$ cat config.mk
export PLATFORM = sky130hd
export DESIGN_NAME = uart_cmd_queue
export DESIGN_NICKNAME = d
export VERILOG_FILES = /design/src/rtl/uart_cmd_pkg.sv /design/src/rtl/uart_cmd_queue_sync_fifo.sv /design/src/rtl/uart_cmd_queue.sv
export SDC_FILE = /design/constraint.sdc
export NUM_CORES = 1
export LEC_CHECK = 0
export BUFFER_PORTS_ARGS = -buffer_cell sky130_fd_sc_hd__buf_2
export CAP_MARGIN = 20
export CORE_AREA = 4 4 98 100
export DETAILED_ROUTE_END_ITERATION = 16
export DIE_AREA = 0 0 102 104
export GPL_ROUTABILITY_DRIVEN = 0
export GPL_TIMING_DRIVEN = 0
export PLACE_DENSITY = 0.85
export SYNTH_ARGS = -nofsm -noshare
export SYNTH_HDL_FRONTEND = slang
export SYNTH_HIERARCHICAL = 1
export SYNTH_SLANG_ARGS = --single-unit
$ cat constraint.sdc
create_clock -name clk -period 6.1 [get_ports clk]
set_clock_uncertainty 0.1 [all_clocks]
set_input_delay 0.305 -clock clk [delete_from_list [all_inputs] [get_ports clk]]
set_output_delay 0.305 -clock clk [all_outputs]
set_load 0.01 [all_outputs]
$ cat src/rtl/uart_cmd_pkg.sv
// Shared definitions for the UART command queue: idle byte default and FSM state encoding.
package uart_cmd_pkg;

  localparam logic [7:0] IDLE_BYTE_DEF = 8'h00;

  typedef enum logic [1:0] {
    ST_IDLE = 2'd0,
    ST_SEND = 2'd1,
    ST_GAP  = 2'd2
  } state_t;

endpackage

$ cat src/rtl/uart_cmd_queue_sync_fifo.sv
// Synchronous FIFO with occupancy count and single-cycle flush; head is the show-ahead read data.
module sync_fifo #(
  parameter int DEPTH = 8,
  parameter int AW    = 3,
  parameter int WIDTH = 8
) (
  input  logic             clk,
  input  logic             rst_n,
  input  logic             push,
  input  logic             pop,
  input  logic             flush,
  input  logic [WIDTH-1:0] din,
  output logic [AW:0]      level,
  output logic             full,
  output logic             empty,
  output logic [WIDTH-1:0] head
);

  logic [WIDTH-1:0] mem [DEPTH];
  logic [AW-1:0]    wr_ptr;
  logic [AW-1:0]    rd_ptr;
  logic [AW:0]      cnt;
  logic             do_push;
  logic             do_pop;

  assign full    = (cnt == (AW+1)'(DEPTH));
  assign empty   = (cnt == '0);
  assign do_push = push && !full && !flush;
  assign do_pop  = pop && !empty;
  assign level   = cnt;
  assign head    = mem[rd_ptr];

  always_ff @(posedge clk) begin
    if (do_push) mem[wr_ptr] <= din;
  end

  // Flush wins over push; the pop side may still consume the head this cycle.
  always_ff @(posedge clk or negedge rst_n) begin
    if (!rst_n) begin
      wr_ptr <= '0;
      rd_ptr <= '0;
      cnt    <= '0;
    end else if (flush) begin
      wr_ptr <= '0;
      rd_ptr <= '0;
      cnt    <= '0;
    end else begin
      if (do_push) wr_ptr <= wr_ptr + AW'(1);
      if (do_pop)  rd_ptr <= rd_ptr + AW'(1);
      case ({do_push, do_pop})
        2'b10:   cnt <= cnt + (AW+1)'(1);
        2'b01:   cnt <= cnt - (AW+1)'(1);
        default: cnt <= cnt;
      endcase
    end
  end

endmodule

$ cat src/rtl/uart_cmd_queue.sv
// Command byte queue feeding the UART transmit input one frame at a time, with optional idle gap frames.
module uart_cmd_queue
  import uart_cmd_pkg::*;
#(
  parameter int         DEPTH      = 8,
  parameter int         AW         = 3,
  parameter logic [7:0] IDLE_BYTE  = IDLE_BYTE_DEF,
  parameter int         GAP_FRAMES = 1
) (
  input  logic        clk,
  input  logic        rst_n,
  input  logic [7:0]  cmd_bits,
  input  logic        cmd_valid,
  output logic        cmd_ready,
  input  logic        flush,
  input  logic        tx_ready,
  output logic [7:0]  tx_bits,
  output logic [AW:0] level,
  output logic        busy,
  output logic        overflow,
  output logic [15:0] sent_cnt
);

  state_t     state;
  logic [7:0] gap_cnt;
  logic       full;
  logic       empty;
  logic [7:0] head;
  logic       load_slot;
  logic       pop;

  sync_fifo #(
    .DEPTH (DEPTH),
    .AW    (AW),
    .WIDTH (8)
  ) u_fifo (
    .clk   (clk),
    .rst_n (rst_n),
    .push  (cmd_valid),
    .pop   (pop),
    .flush (flush),
    .din   (cmd_bits),
    .level (level),
    .full  (full),
    .empty (empty),
    .head  (head)
  );

  assign cmd_ready = !full;
  assign busy      = (state != ST_IDLE) || (level != '0);

  // Frame boundaries where the next command may be taken from the head.
  assign load_slot = tx_ready && ((state == ST_IDLE) ||
                                  ((state == ST_SEND) && (GAP_FRAMES == 0)) ||
                                  ((state == ST_GAP) && (gap_cnt == 8'd0)));
  assign pop       = load_slot && !empty;

  always_ff @(posedge clk or negedge rst_n) begin
    if (!rst_n) begin
      state    <= ST_IDLE;
      tx_bits  <= IDLE_BYTE;
      gap_cnt  <= 8'd0;
      sent_cnt <= 16'd0;
    end else if (load_slot) begin
      if (!empty) begin
        tx_bits  <= head;
        sent_cnt <= sent_cnt + 16'd1;
        state    <= ST_SEND;
      end else begin
        tx_bits <= IDLE_BYTE;
        state   <= ST_IDLE;
      end
    end else if (tx_ready) begin
      case (state)
        ST_SEND: begin
          tx_bits <= IDLE_BYTE;
          gap_cnt <= 8'(GAP_FRAMES - 1);
          state   <= ST_GAP;
        end
        ST_GAP:  gap_cnt <= gap_cnt - 8'd1;
        default: begin
          tx_bits <= IDLE_BYTE;
          state   <= ST_IDLE;
        end
      endcase
    end
  end

  always_ff @(posedge clk or negedge rst_n) begin
    if (!rst_n)               overflow <= 1'b0;
    else if (cmd_valid && full) overflow <= 1'b1;
  end

endmodule

==> results of run 1 <==
## kinds of logic after synthesis
kind of cell / after synthesis / synth area share (%)
AO/OA/AOI/OAI: 41 / 6.79
multiplexers: 30 / 11.6
flip-flops: 109 / 61.7
adder cells (fa/ha/maj): 10 / 2.69
buffers and inverters: 24 / 2.61
AND/OR/NAND/NOR: 84 / 10.7
XOR/XNOR: 22 / 3.90
## routing by layer
metal | global-route usage [%] | share of wire (%)
met2 | 28.1 | 51
met1 | 23.0 | 43
met5 | 0 | 0
met3 | 4.56 | 5.3
met4 | 5.15 | 1.3
## what timing repair did
action / CTS / global route
setup endpoints to repair: 0 / 0
endpoints found under the hold margin: 0 / 45
hold buffers: 0 / 1
## cells in the final DEF, fill, tap and decap left out, types with 12 or more instances in the layout
cell      instances
xor2_1           19
nor2_1           22
dfrtp_1          45
inv_1            12
edfxtp_1         64
buf_2            49
nand2_1          13
mux4_1           16
## worst max path at each step
stage | slack (ps) | end
2_1_floorplan | 3090 | u_fifo/level[3]
3_3_place_gp | 2730 | u_fifo/level[3]
3_5_place_dp | 2640 | u_fifo/level[3]
4_1_cts | 2610 | u_fifo/level[3]
5_1_grt | 2400 | u_fifo/level[3]
6_report | 2600 | u_fifo/level[3]
## metrics by stage
step                util, %  cells  total power, mW  instance area, sq um  hold slack (ps)
floorplan                 -    320             1.50                  4940            -90.6
global placement       60.9    471             1.68                  5290              334
detailed placement     61.1    473             1.71                  5300              347
CTS                    63.3    489             2.13                  5490             18.0
global route           63.6    491             2.24                  5520             35.8
finish                 63.6    491             2.12                  5520             46.3
## layout make-up
cell class              instances  area (sq um)  area share, %
multi-input cells             187          1760           31.9
clock buffers                  10           128           2.31
well taps                     108           135           2.45
inverters                      12          45.0          0.816
plain buffers                  12          83.8           1.52
clock inverters                 6          60.1           1.09
repair buffers                 47           260           4.71
flip-flops and latches        109          3050           55.2
## power breakdown
part / leakage, nW / internal, mW / switching [mW] / total (mW)
clock: 0.0972 / 0.161 / 0.258 / 0.419
sequential: 1.17 / 0.883 / 0.124 / 1.01
combinational: 0.936 / 0.314 / 0.380 / 0.694
total: 2.20 / 1.36 / 0.761 / 2.12
## registers in the layout, summed over array words and instances, names as in the netlist
register,flops
state,2
u_fifo/wr_ptr,3
tx_bits,8
sent_cnt,16
u_fifo/rd_ptr,3
u_fifo/level,4
overflow,1
u_fifo/mem,64
gap_cnt,8
==> out/results.ini, run 1 <==
[synth]
synth.cells.most_frequent=64 x edfxtp_1, 45 x dfrtp_1, 22 x nor2_1
synth_edf_count=64
async_flop_share_pct=41.3
synth.area.top_cells=edfxtp_1 39%, dfrtp_1 23%, mux4_1 8.5%, xor2_1 3.4%, ha_1 2.3%
yosysMostFrequentCell=edfxtp_1
syn-num-nets=343
synth_warnings=6
seq_area_frac_synth_pct=61.7
ys_ff_latch=109
synthCells=320
synth_top_flop_cell=edfxtp_1
synth_top_cell_by_area=edfxtp_1
syn_area_sq_mm=0.00494
ys_types=59
synth_top_area_share_pct=38.9
synth.avg_cell_area_sq_um=15.4

[timing]
fin_crit_ps=3500
worst_slew_pin_slew_ps=928
rsz0062_at_grt=no
hold_violations=0
setup-tns-final_ps=0
fmax_mhz=285
setup_viol_count_final=0
fin_ws_ps=2600
drv_slew=0
min_period_over_period_pct=57.5
slew_headroom_pct=37.9

[setup_path]
path_buf_inv=2
crit_arrival_ps=3640
crit_path_end_kind=register
r2r_cells=13
path_depth=13
path_cells=inv_1 > ha_1 > and4bb_2 > a21oi_4 > nor2_1 > buf_2 > o21ai_2 > nor2_1 > ha_1 > a211o_1 > o21a_1 > o211ai_1 > a31oi_1
path_class=reg -> reg
path_delay_family=compound AO/OA/AOI/OAI gates
crit_required_ps=6240
rr_endpoint=u_fifo/level[3]
r2r_setup_slack_ps=2600
critical_path.max_fanout=17
slowest_delay_ps=410
crit_start=state[0]
crit_slowest_cell=dfrtp_1
r2r_start=state[0]
startpoint_type=register

[worst_hold_path]
hp-start=cmd_valid
hp-class=in -> reg
hold-path-cell-count=2
holdPathEnd=overflow

[route]
ant_nets=0
drtPass1Iterations=4
detail_route.wl_per_cell_um=18.1
first_iter_violations=100
viasPerCell=5.86
via_count=2877
routed_wl_um=8870
drc_errors=0

[status]
status=completed

[die]
coreArea_sq_mm=0.00868
ioPinCount=44
start_util_pct=56.9
die_x_um=102
rows=34
die_area_sq_mm=0.0106
fp.dieH_um=104

[clock_network]
clkSlewWorstSetupHoldPaths_ps=100
clock_path_buffers=2
postCtsResizedCells=0
htreeDepth=3
cts_num_sinks=109
post-cts-setup-buffers=0
cts_tree=built
clk_latency_ps=370
numCtsBuffers=9
cts_root_buffer=clkbuf_8

[pwr]
p_per_area_mw_per_mm2=384
p_leak_nw=2.20
vdd_drop_max_v=0.000150

[flow_run]
cap_violations=0

[layout]
syn_to_final_growth_pct=11.8
fin_nets=401
layout-drive-gt1-share_pct=25.6
n_antenna_cell=0
nFillCells=624

[placement]
hpwlAfterDp_um=6120
port_buffers=43
place_ws_ps=2640

[global_routing]
overflow=0
grt_pass1_vias=2850
grt_max_degree=46
antenna_found_initial=0
grt_pass1_wl_um=14300
track_usage_pct=17.4

(Power assumes the default switching activity.)
==> run 2: changes to the inputs <==
--- a/config.mk
+++ b/config.mk
@@ -5,14 +5,15 @@
 export SDC_FILE = /design/constraint.sdc
 export NUM_CORES = 1
 export LEC_CHECK = 0
+export ABC_AREA = 1
 export BUFFER_PORTS_ARGS = -buffer_cell sky130_fd_sc_hd__buf_2
 export CAP_MARGIN = 20
-export CORE_AREA = 4 4 98 100
+export CORE_AREA = 4 4 99 101
 export DETAILED_ROUTE_END_ITERATION = 16
-export DIE_AREA = 0 0 102 104
+export DIE_AREA = 0 0 103 105
 export GPL_ROUTABILITY_DRIVEN = 0
 export GPL_TIMING_DRIVEN = 0
-export PLACE_DENSITY = 0.85
+export PLACE_DENSITY = 0.86
 export SYNTH_ARGS = -nofsm -noshare
 export SYNTH_HDL_FRONTEND = slang
 export SYNTH_HIERARCHICAL = 1
==> constraint.sdc (replaced) <==
create_clock -name clk -period 3.3 [get_ports clk]
set_clock_uncertainty 0.1 [all_clocks]
set_input_delay 0.165 -clock clk [delete_from_list [all_inputs] [get_ports clk]]
set_output_delay 0.165 -clock clk [all_outputs]
set_load 0.01 [all_outputs]
==> run 2 against run 1 <==
Maximum frequency increased by 18%. Critical path depth is 10 higher. Flip-flop and latch count stayed put. Final cell count up 47%. First-iteration DRC count rose to 3.3 times the previous value. Wire length rose by 22%. Core utilization rose by 0.63 points. Register-to-register slack got worse by 2300 ps. Non-clock buffer count rose by 10. Design area grew 5.0%. Critical path type unchanged. Largest cell class unchanged.
==> out/results.ini, run 2 <==
[status]
status=completed

[setup_path]
crit_start=state[0]
path_depth=23  ; +10
startpoint_type=register
critical_path.max_fanout=10  ; -7
crit_arrival_ps=3140  ; -500 ps
r2r_start=state[0]
path_buf_inv=6  ; +4
r2r_cells=23  ; +10
slowest_delay_ps=410  ; about the same
r2r_setup_slack_ps=330  ; -2260 ps
rr_endpoint=u_fifo/level[3]
crit_path_end_kind=register
path_cells=inv_1 > ha_1 > buf_6 > nand2_1 > nor2_1 > nand2_2 > nand2_2 > nand2_4 > inv_4 > buf_6 > nand2_4 > inv_2 > nand2_4 > inv_2 > ha_1 > nand3_1 > nand3_1 > nand2_1 > nand2_1 > nand2_1 > nand2_1 > nand2_1 > nand2_1
crit_required_ps=3480  ; -2760 ps
cpMostUsedCell=nand2_1
path_class=reg -> reg
cp-endpoint=u_fifo/level[3]
crit_slowest_cell=dfrtp_1
path_delay_family=simple AND/OR/NAND/NOR gates

[global_routing]
grt_pass1_wl_um=18200  ; +27%
grt_max_degree=46  ; unchanged
track_usage_pct=21.4  ; +4.0 points
antenna_found_initial=0  ; unchanged
overflow=0  ; unchanged
grt_pass1_vias=3896  ; +37%

[clock_network]
numCtsBuffers=9  ; unchanged
cts_tree=built
cts_root_buffer=clkbuf_8
htreeDepth=3  ; unchanged
clk_latency_ps=370  ; about the same
post-cts-setup-buffers=0  ; unchanged
clock_path_buffers=2  ; unchanged
cts_num_sinks=109  ; unchanged
clkSlewWorstSetupHoldPaths_ps=110  ; about the same

[layout]
syn_to_final_growth_pct=13.7
largest_register=u_fifo/mem
top_regs=u_fifo/mem (64), sent_cnt (16)
largest_reg_flops=64  ; unchanged
layout-drive-gt1-share_pct=16.6  ; -8.9 points
final_common_cell=nand2_1
fin_nets=631  ; +57%
final_core_util_pct=64.3  ; +0.63 points
n_antenna_cell=0  ; unchanged
final_cell_mix=167 x nand2_1, 68 x nor2_1, 64 x edfxtp_1

[route]
viasPerCell=5.48  ; -6.5%
detail_route.wl_per_cell_um=14.9  ; -17%
first_iter_violations=331  ; +230%
via_count=3968  ; +38%
drc_errors=0  ; unchanged
ant_nets=0  ; unchanged
drtPass1Iterations=5  ; +1
routed_wl_um=10800  ; +22%

[synth]
ys_ff_latch=109  ; unchanged
synth_edf_count=64  ; unchanged
synth.avg_cell_area_sq_um=9.42  ; -39%
syn_area_sq_mm=0.00510  ; +3.2%
async_flop_share_pct=41.3  ; unchanged
synth.area.top_cells=edfxtp_1 38%, dfrtp_1 22%, nand2_1 12%, nor2_1 5.0%, o21ai_0 3.4%
yosysMostFrequentCell=nand2_1
synth_top_cell_by_area=edfxtp_1
syn-num-nets=564  ; +64%
synth.cells.most_frequent=167 x nand2_1, 68 x nor2_1, 64 x edfxtp_1
synth_warnings=6  ; unchanged
seq_area_frac_synth_pct=59.8  ; -1.9 points
synth_top_area_share_pct=37.7  ; -1.2 points
synthCells=541  ; +69%
synth_top_flop_cell=edfxtp_1
ys_types=31  ; -47%

[timing]
rsz0062_at_grt=no
setup-tns-final_ps=0  ; unchanged
worst_slew_pin_slew_ps=876  ; -51.9 ps
drv_slew=0  ; unchanged
fin_crit_ps=2970  ; -537 ps
fin_ws_ps=333  ; -2260 ps
fmax_mhz=337  ; +18%
hold_violations=0  ; unchanged
min_period_over_period_pct=89.9  ; +32 points
slew_headroom_pct=41.4  ; +3.5 points
setup_viol_count_final=0  ; unchanged

[flow_run]
cap_violations=0  ; unchanged

[placement]
hpwlAfterDp_um=7270  ; +19%
place_ws_ps=391  ; -2250 ps
port_buffers=43  ; unchanged

[pwr]
p_int_mw=2.40  ; +77%
combPwrFrac_pct=34.2  ; +1.5 points
power_switching_mw=1.49  ; +96%
p_per_area_mw_per_mm2=671  ; +75%
vdd_drop_max_v=0.000322  ; +110%
p_seq_share_pct=45.3  ; -2.2 points
swShare_pct=38.4  ; +2.5 points
p_leak_nw=2.55  ; +16%
p_clk_share_pct=20.5  ; +0.7 points

[die]
ioPinCount=44  ; unchanged
die_area_sq_mm=0.0108  ; +2.0%
start_util_pct=56.5  ; -0.39 points
fp.dieH_um=105  ; +0.96%
coreArea_sq_mm=0.00902  ; +4.0%
rows=35  ; +2.9%
die_x_um=103  ; +0.98%

[worst_hold_path]
hp-class=in -> async

[run 2: cell types whose count changed after synthesis, moves of 13 or more]
cell / delta
nand2_1: +154
nor2_1: +46
o21ai_0: +29
inv_1: +21
mux4_1: -16
o21ai_1: +16
xor2_1: -15
nand3_1: +13
[run 2: worst min-delay path by stage]
stage	to	cells past startpoint
4_1_cts	overflow	1
3_5_place_dp	u_fifo/rd_ptr[1]	2
3_3_place_gp	gap_cnt[5]	1
6_report	gap_cnt[5]	2
5_1_grt	gap_cnt[5]	2
2_1_floorplan	gap_cnt[0]	0
[run 2: kinds of logic (layout without fill, tap and decap cells)]
kind of cell	after synthesis	in the layout	synth area share [%]
flops	109	109	59.8
fa+ha+maj	10	10	2.60
compound gates	74	74	7.71
buf+inv	55	127	5.10
xor+xnor	10	10	1.72
simple gates	283	283	23.1
[run 2: area by class of cell]
| class | count | area, sq um |
|---|---|---|
| plain buffers | 13 | 103 |
| clock buffers | 9 | 124 |
| clock inverters | 7 | 75.1 |
| fillers | 690 | 3220 |
| inverters | 42 | 160 |
| multi-input cells | 377 | 1790 |
| flip-flops and latches | 109 | 3050 |
| well taps | 111 | 139 |
| repair buffers | 56 | 355 |
[run 2: through the flow]
step | instances | hold WS, ps | area (sq um) | power [mW]
2_1_floorplan | 541 | -231 | 5100 | 2.69
3_3_place_gp | 695 | 287 | 5450 | 3.02
3_5_place_dp | 695 | 284 | 5450 | 3.09
4_1_cts | 723 | 364 | 5770 | 3.91
5_1_grt | 724 | 52.4 | 5800 | 4.18
6_report | 724 | 37.5 | 5800 | 3.89
[run 2: layer usage]
metal,up-vias,share of wire (%),global-route usage (%),routed length (um)
li1,1916,-,-,-
met1,1872,39,26.2,4250
met2,152,52,36.9,5610
met3,28,6.3,3.94,682
met4,0,2.3,8.05,251
met5,-,0,0,0
[run 2: what timing repair did]
action	in CTS	in global routing
hold endpoints to repair	111	0
hold buffers	12	0
endpoints found under the setup margin	0	1
gates resized for setup	0	2
[run 2: power by group through the flow]
stage / Clock [mW] / Combinational (mW) / Sequential (mW)
floorplan: 0 / 0.889 / 1.80
global placement: 0 / 1.24 / 1.78
detailed placement: 0 / 1.30 / 1.79
CTS: 0.820 / 1.33 / 1.76
global route: 0.886 / 1.50 / 1.79
finish: 0.799 / 1.33 / 1.76
